==> src/rtl/dice_scoreboard_if.sv <==
`default_nettype none
// ============================================================================
// Module      : dice_scoreboard_if
// Description : Roll handshake and score/status bundle for dice_scoreboard.
// Revision    : 1.0 - initial release
// ============================================================================
interface dice_scoreboard_if;
  logic       clear;
  logic       dice_valid;
  logic [2:0] dice_value;
  logic       dice_ready;
  logic [7:0] total;
  logic [4:0] roll_count;
  logic [2:0] last_value;
  logic       double_flag;
  logic       err_invalid;
  logic       game_won;
  logic       game_lost;

  modport master (
    output clear, dice_valid, dice_value,
    input  dice_ready, total, roll_count, last_value,
    input  double_flag, err_invalid, game_won, game_lost
  );

  modport slave (
    input  clear, dice_valid, dice_value,
    output dice_ready, total, roll_count, last_value,
    output double_flag, err_invalid, game_won, game_lost
  );
endinterface
`default_nettype wire

==> src/rtl/dice_scoreboard.sv <==
`default_nettype none
// ============================================================================
// Module      : dice_scoreboard
// Description : Dice game scorer with win/lose FSM and double/illegal pulses.
// Revision    : 1.0 - initial release
// ============================================================================
module dice_scoreboard #(
  parameter int TARGET    = 30,
  parameter int MAX_ROLLS = 15
) (
  input  wire               clk,
  input  wire               reset_n,
  dice_scoreboard_if.slave  bus
);

  localparam logic [7:0] C_TARGET    = 8'(TARGET);
  localparam logic [4:0] C_MAX_ROLLS = 5'(MAX_ROLLS);

  typedef enum logic [1:0] {
    IDLE = 2'd0,
    PLAY = 2'd1,
    WON  = 2'd2,
    LOST = 2'd3
  } state_t;

  state_t     r_state;
  state_t     w_state_next;
  logic [7:0] r_total;
  logic [4:0] r_roll_count;
  logic [2:0] r_last_value;
  logic       r_double_flag;
  logic       r_err_invalid;

  logic       w_ready;
  logic       w_accept;
  logic       w_legal;
  logic [7:0] w_new_total;
  logic [4:0] w_new_count;

  assign w_ready     = (r_state == IDLE) || (r_state == PLAY);
  assign w_accept    = bus.dice_valid && w_ready && !bus.clear;
  assign w_legal     = (bus.dice_value != 3'd0) && (bus.dice_value != 3'd7);
  assign w_new_total = r_total + {5'd0, bus.dice_value};
  assign w_new_count = r_roll_count + 5'd1;

  always_ff @(posedge clk or negedge reset_n) begin
    if (!reset_n) begin
      r_state <= IDLE;
    end else begin
      r_state <= w_state_next;
    end
  end

  // Win is tested before the roll limit so a roll meeting both ends in WON.
  always_comb begin
    w_state_next = r_state;
    if (bus.clear) begin
      w_state_next = IDLE;
    end else if (w_accept && w_legal) begin
      if (w_new_total >= C_TARGET) begin
        w_state_next = WON;
      end else if (w_new_count == C_MAX_ROLLS) begin
        w_state_next = LOST;
      end else begin
        w_state_next = PLAY;
      end
    end
  end

  always_ff @(posedge clk or negedge reset_n) begin
    if (!reset_n) begin
      r_total       <= 8'd0;
      r_roll_count  <= 5'd0;
      r_last_value  <= 3'd0;
      r_double_flag <= 1'b0;
      r_err_invalid <= 1'b0;
    end else begin
      r_double_flag <= 1'b0;
      r_err_invalid <= 1'b0;
      if (bus.clear) begin
        r_total      <= 8'd0;
        r_roll_count <= 5'd0;
        r_last_value <= 3'd0;
      end else if (w_accept) begin
        if (w_legal) begin
          r_total       <= w_new_total;
          r_roll_count  <= w_new_count;
          r_last_value  <= bus.dice_value;
          r_double_flag <= (r_last_value != 3'd0) && (r_last_value == bus.dice_value);
        end else begin
          r_err_invalid <= 1'b1;
        end
      end
    end
  end

  assign bus.dice_ready  = w_ready;
  assign bus.total       = r_total;
  assign bus.roll_count  = r_roll_count;
  assign bus.last_value  = r_last_value;
  assign bus.double_flag = r_double_flag;
  assign bus.err_invalid = r_err_invalid;
  assign bus.game_won    = (r_state == WON);
  assign bus.game_lost   = (r_state == LOST);

endmodule
`default_nettype wire

==> src/flat_wrapper.sv <==
// flat-port wrapper written by rule: the top's interface ports become plain ports
module dice_scoreboard_flat 
#(
  parameter int TARGET    = 30,
  parameter int MAX_ROLLS = 15
)
  (clk, reset_n, bus_clear, bus_dice_valid, bus_dice_value, bus_dice_ready, bus_total, bus_roll_count, bus_last_value, bus_double_flag, bus_err_invalid, bus_game_won, bus_game_lost);
  dice_scoreboard_if bus_i ();
  input  wire clk;
  input  wire reset_n;
  input wire logic [$bits(bus_i.clear)-1:0] bus_clear;
  input wire logic [$bits(bus_i.dice_valid)-1:0] bus_dice_valid;
  input wire logic [$bits(bus_i.dice_value)-1:0] bus_dice_value;
  output wire logic [$bits(bus_i.dice_ready)-1:0] bus_dice_ready;
  output wire logic [$bits(bus_i.total)-1:0] bus_total;
  output wire logic [$bits(bus_i.roll_count)-1:0] bus_roll_count;
  output wire logic [$bits(bus_i.last_value)-1:0] bus_last_value;
  output wire logic [$bits(bus_i.double_flag)-1:0] bus_double_flag;
  output wire logic [$bits(bus_i.err_invalid)-1:0] bus_err_invalid;
  output wire logic [$bits(bus_i.game_won)-1:0] bus_game_won;
  output wire logic [$bits(bus_i.game_lost)-1:0] bus_game_lost;
  assign bus_i.clear = bus_clear;
  assign bus_i.dice_valid = bus_dice_valid;
  assign bus_i.dice_value = bus_dice_value;
  assign bus_dice_ready = bus_i.dice_ready;
  assign bus_total = bus_i.total;
  assign bus_roll_count = bus_i.roll_count;
  assign bus_last_value = bus_i.last_value;
  assign bus_double_flag = bus_i.double_flag;
  assign bus_err_invalid = bus_i.err_invalid;
  assign bus_game_won = bus_i.game_won;
  assign bus_game_lost = bus_i.game_lost;
  dice_scoreboard #(.TARGET(TARGET), .MAX_ROLLS(MAX_ROLLS)) u_core (.clk(clk), .reset_n(reset_n), .bus(bus_i));
endmodule
==> config.mk <==
export PLATFORM = sky130hd
export DESIGN_NAME = dice_scoreboard_flat
export DESIGN_NICKNAME = d
export VERILOG_FILES = /design/src/rtl/dice_scoreboard_if.sv /design/src/rtl/dice_scoreboard.sv /design/src/flat_wrapper.sv
export SDC_FILE = /design/constraint.sdc
export NUM_CORES = 1
export LEC_CHECK = 0
export CORE_MARGIN = 10
export CORE_UTILIZATION = 52
export DETAILED_ROUTE_END_ITERATION = 10
export GPL_TIMING_DRIVEN = 0
export PLACE_DENSITY = 0.83
export SYNTH_ARGS = -nofsm -noshare
export SYNTH_HDL_FRONTEND = slang
export SYNTH_SLANG_ARGS = --single-unit
==> constraint.sdc <==
create_clock -name clk -period 5.1 [get_ports clk]
set_clock_uncertainty 0.2 [all_clocks]
set_input_delay 1.02 -clock clk [delete_from_list [all_inputs] [get_ports clk]]
set_output_delay 1.02 -clock clk [all_outputs]
set_load 0.01 [all_outputs]
==> results.ini <==
[synth]
ys.warnings.count=0
yosys.area_share.simple_pct=22.4
syn_avg_cell_area_um2=9.43
synthFlopType=dfrtp_1
synthAdderAreaFrac_pct=7.01
syn-num-nets=138
synth_cells=125
synth.ff_latch_count=20
synth.cell_area_um2=1180
synthArstFlopShare_pct=100
synth_xor_area_share_pct=10.4
synth_compound_area_share_pct=10.6
synth_cell_types=34
ys_seq_area_share_pct=42.5
synth_mux_area_share_pct=3.40
synth_top_family_by_area=simple AND/OR/NAND/NOR gates
yosys.area.top_type=dfrtp_1
synth_top_area_share_pct=42.5
synth_area_leaders=dfrtp_1, xor2_1, nor2_1
synth_edf_count=0

[clock_network]
cts_resized=0
ctsHoldBuffers=0
cts_made_buffers=3
post_cts_buffers=0
clk_path_buf_depth=2
cts_tree=yes
root_buffer=clkbuf_4
numClockSinks=20
ctsHtreeMaxLevel=1
clk_latency_ns=0.29
clkTransAtPathRegs_ns=0.10

[timing]
worst_pin_slew_ns=0.852
setup_tns_ns=0
slew_viol_final=0
setup_viol_count_final=0
hold_viol_final=0
fmax_mhz=303
period_share_pct=64.8
rsz0062_at_grt=false
min_period_ns=3.31
slew_headroom_pct=43.0
fin_ws_ns=1.79

[pwr]
ir_drop_uv=144
p_per_area_nw_per_um2=212
power_w=0.000320
power.static_leakage_nw=0.650

[grt]
grt_max_degree=21
grt.total_usage_pct=11.4
grt_pass1_wl_mm=4.12
overflow=0
grt_pass1_vias=921
antenna_found_initial=0

[setup_path]
crit_slowest_cell=clkdlybuf4s50_1
reg2reg_slack_ns=2.67
path_class=in -> reg
cp_top_family=compound AO/OA/AOI/OAI gates
worst-path-max-fanout=6
crit_buf_inv=1
rr_worst_depth=7
cp-start-kind=input port
cp.required_ns=5.07
slowest_delay_ns=0.52
cp.arrival_ns=3.27
r2r_end=u_core.r_state[1]
crit_path_cell_trace=clkdlybuf4s50_1 -> ha_1 -> fa_1 -> a21oi_1 -> and3_1 -> o21ai_0 -> a221oi_2 -> o22ai_1
critPathCaptureType=flop
r2r_start=u_core.bus.total[0]

[min_path]
holdPathEnd=u_core.bus.total[0]
worstHoldPathType=reg -> reg
hold_start=u_core.bus.total[0]
whs_path_depth=2

[placed_design]
post-place-ws_ns=1.51
io_buffer_count=27
finalWeightedCongestion=0.838
place_inst=180
hpwlAfterDp_mm=1.91
placed_area_um2=1480

[finish]
mostFrequentLayoutCells=clkdlybuf4s50_1, nor2_1, dfrtp_1
fin_nets=170
layout-drive-gt1-share_pct=7.74
layout_commonest_cell=clkdlybuf4s50_1
stdcell_area_um2=1510
diodes=0
area_growth_pct=27.8
fillCellCount=162
final_cells=183

[floorplan]
die_area_um2=4570
die_h_um=67.6
io_pins=28
start_util_pct=53.8
rows=17
die_w_um=67.6
core-area_um2=2190

[routing]
via_count=976
avgViaCountPerCell=5.33
wl_mm=2.46
drt_first_pass_iters=4
drtIter0Drc=39
drcViolationCount=0
ant_nets=0
detail_route.wl_per_cell_um=13.4

[run_status]
status=completed

[run]
maxCapViolations=0

## worst min-delay path, stage by stage (launching register included)
cell	delay, ns
dfrtp_1	0.38
mux2i_1	0.08
nor2_1	0.08
## routing by layer
| metal | vias up | track usage (%) | part of all wire, % |
|---|---|---|---|
| li1 | 489 | - | - |
| met1 | 461 | 12.6 | 42 |
| met2 | 22 | 19.7 | 49 |
| met3 | 4 | 2.48 | 7.5 |
| met4 | 0 | 6.15 | 1.9 |
| met5 | - | 0 | 0 |
## cell type report
cell class	count	area (µm²)	share of cell area, %
buffer	5	25.0	1.66
tap	28	35.0	2.33
multi-input combinational	95	634	42.1
sequential	20	500	33.2
inverter	5	18.8	1.25
clock buffer	3	22.5	1.50
timing repair buffer	27	270	17.9
## worst max-delay path by stage
stage | start | to | slack [ns] | cells past startpoint
2_1_floorplan | bus_dice_value[0] | u_core.r_state[1] | 2.29 | 7
3_5_place_dp | bus_dice_value[0] | u_core.r_state[1] | 1.51 | 8
6_report | bus_dice_value[0] | u_core.r_state[1] | 1.79 | 8
4_1_cts | bus_dice_value[0] | u_core.r_state[1] | 1.84 | 8
5_1_grt | bus_dice_value[0] | u_core.r_state[1] | 1.70 | 8
3_3_place_gp | bus_dice_value[0] | u_core.r_state[1] | 1.55 | 8
## state kept, by name (all words and copies together), names as in the netlist
name,cells
u_core.bus.double_flag,1
u_core.bus.err_invalid,1
u_core.bus.last_value,3
u_core.bus.roll_count,5
u_core.bus.total,8
u_core.r_state,2
## metrics by stage
stage | hold WS (ns) | util, %
after floorplan | 0.339 | -
after global placement | 0.347 | 67.7
after detailed placement | 0.366 | 67.7
after CTS | 0.395 | 68.8
after global routing | 0.426 | 68.8
final | 0.375 | 68.8
## cell families (layout without fill, tap and decap cells)
kind of cell    Yosys count  after routing
simple gates             54             54
flops                    20             20
compound gates           17             17
xor+xnor                 14             14
buf+inv                  10             40
fa+ha+maj                 6              6
mux                       4              4
## where the power goes
part	switching [W]	internal (W)	leakage, nW
logic	0.0000390	0.0000346	0.364
clock network	0.0000450	0.0000275	0.0138
registers	0.00000810	0.000166	0.273
## synth_stat cells, types with 2 or more instances
library cell,n
a21oi_1,5
buf_2,2
clkbuf_1,2
dfrtp_1,20
ha_1,5
inv_1,5
mux2i_1,4
nand2_1,9
nand2b_1,2
nand3_1,3
nand4_1,4
nor2_1,25
nor3_1,3
o21ai_0,4
xnor2_1,3
xor2_1,11
(Power assumes the default switching activity.)
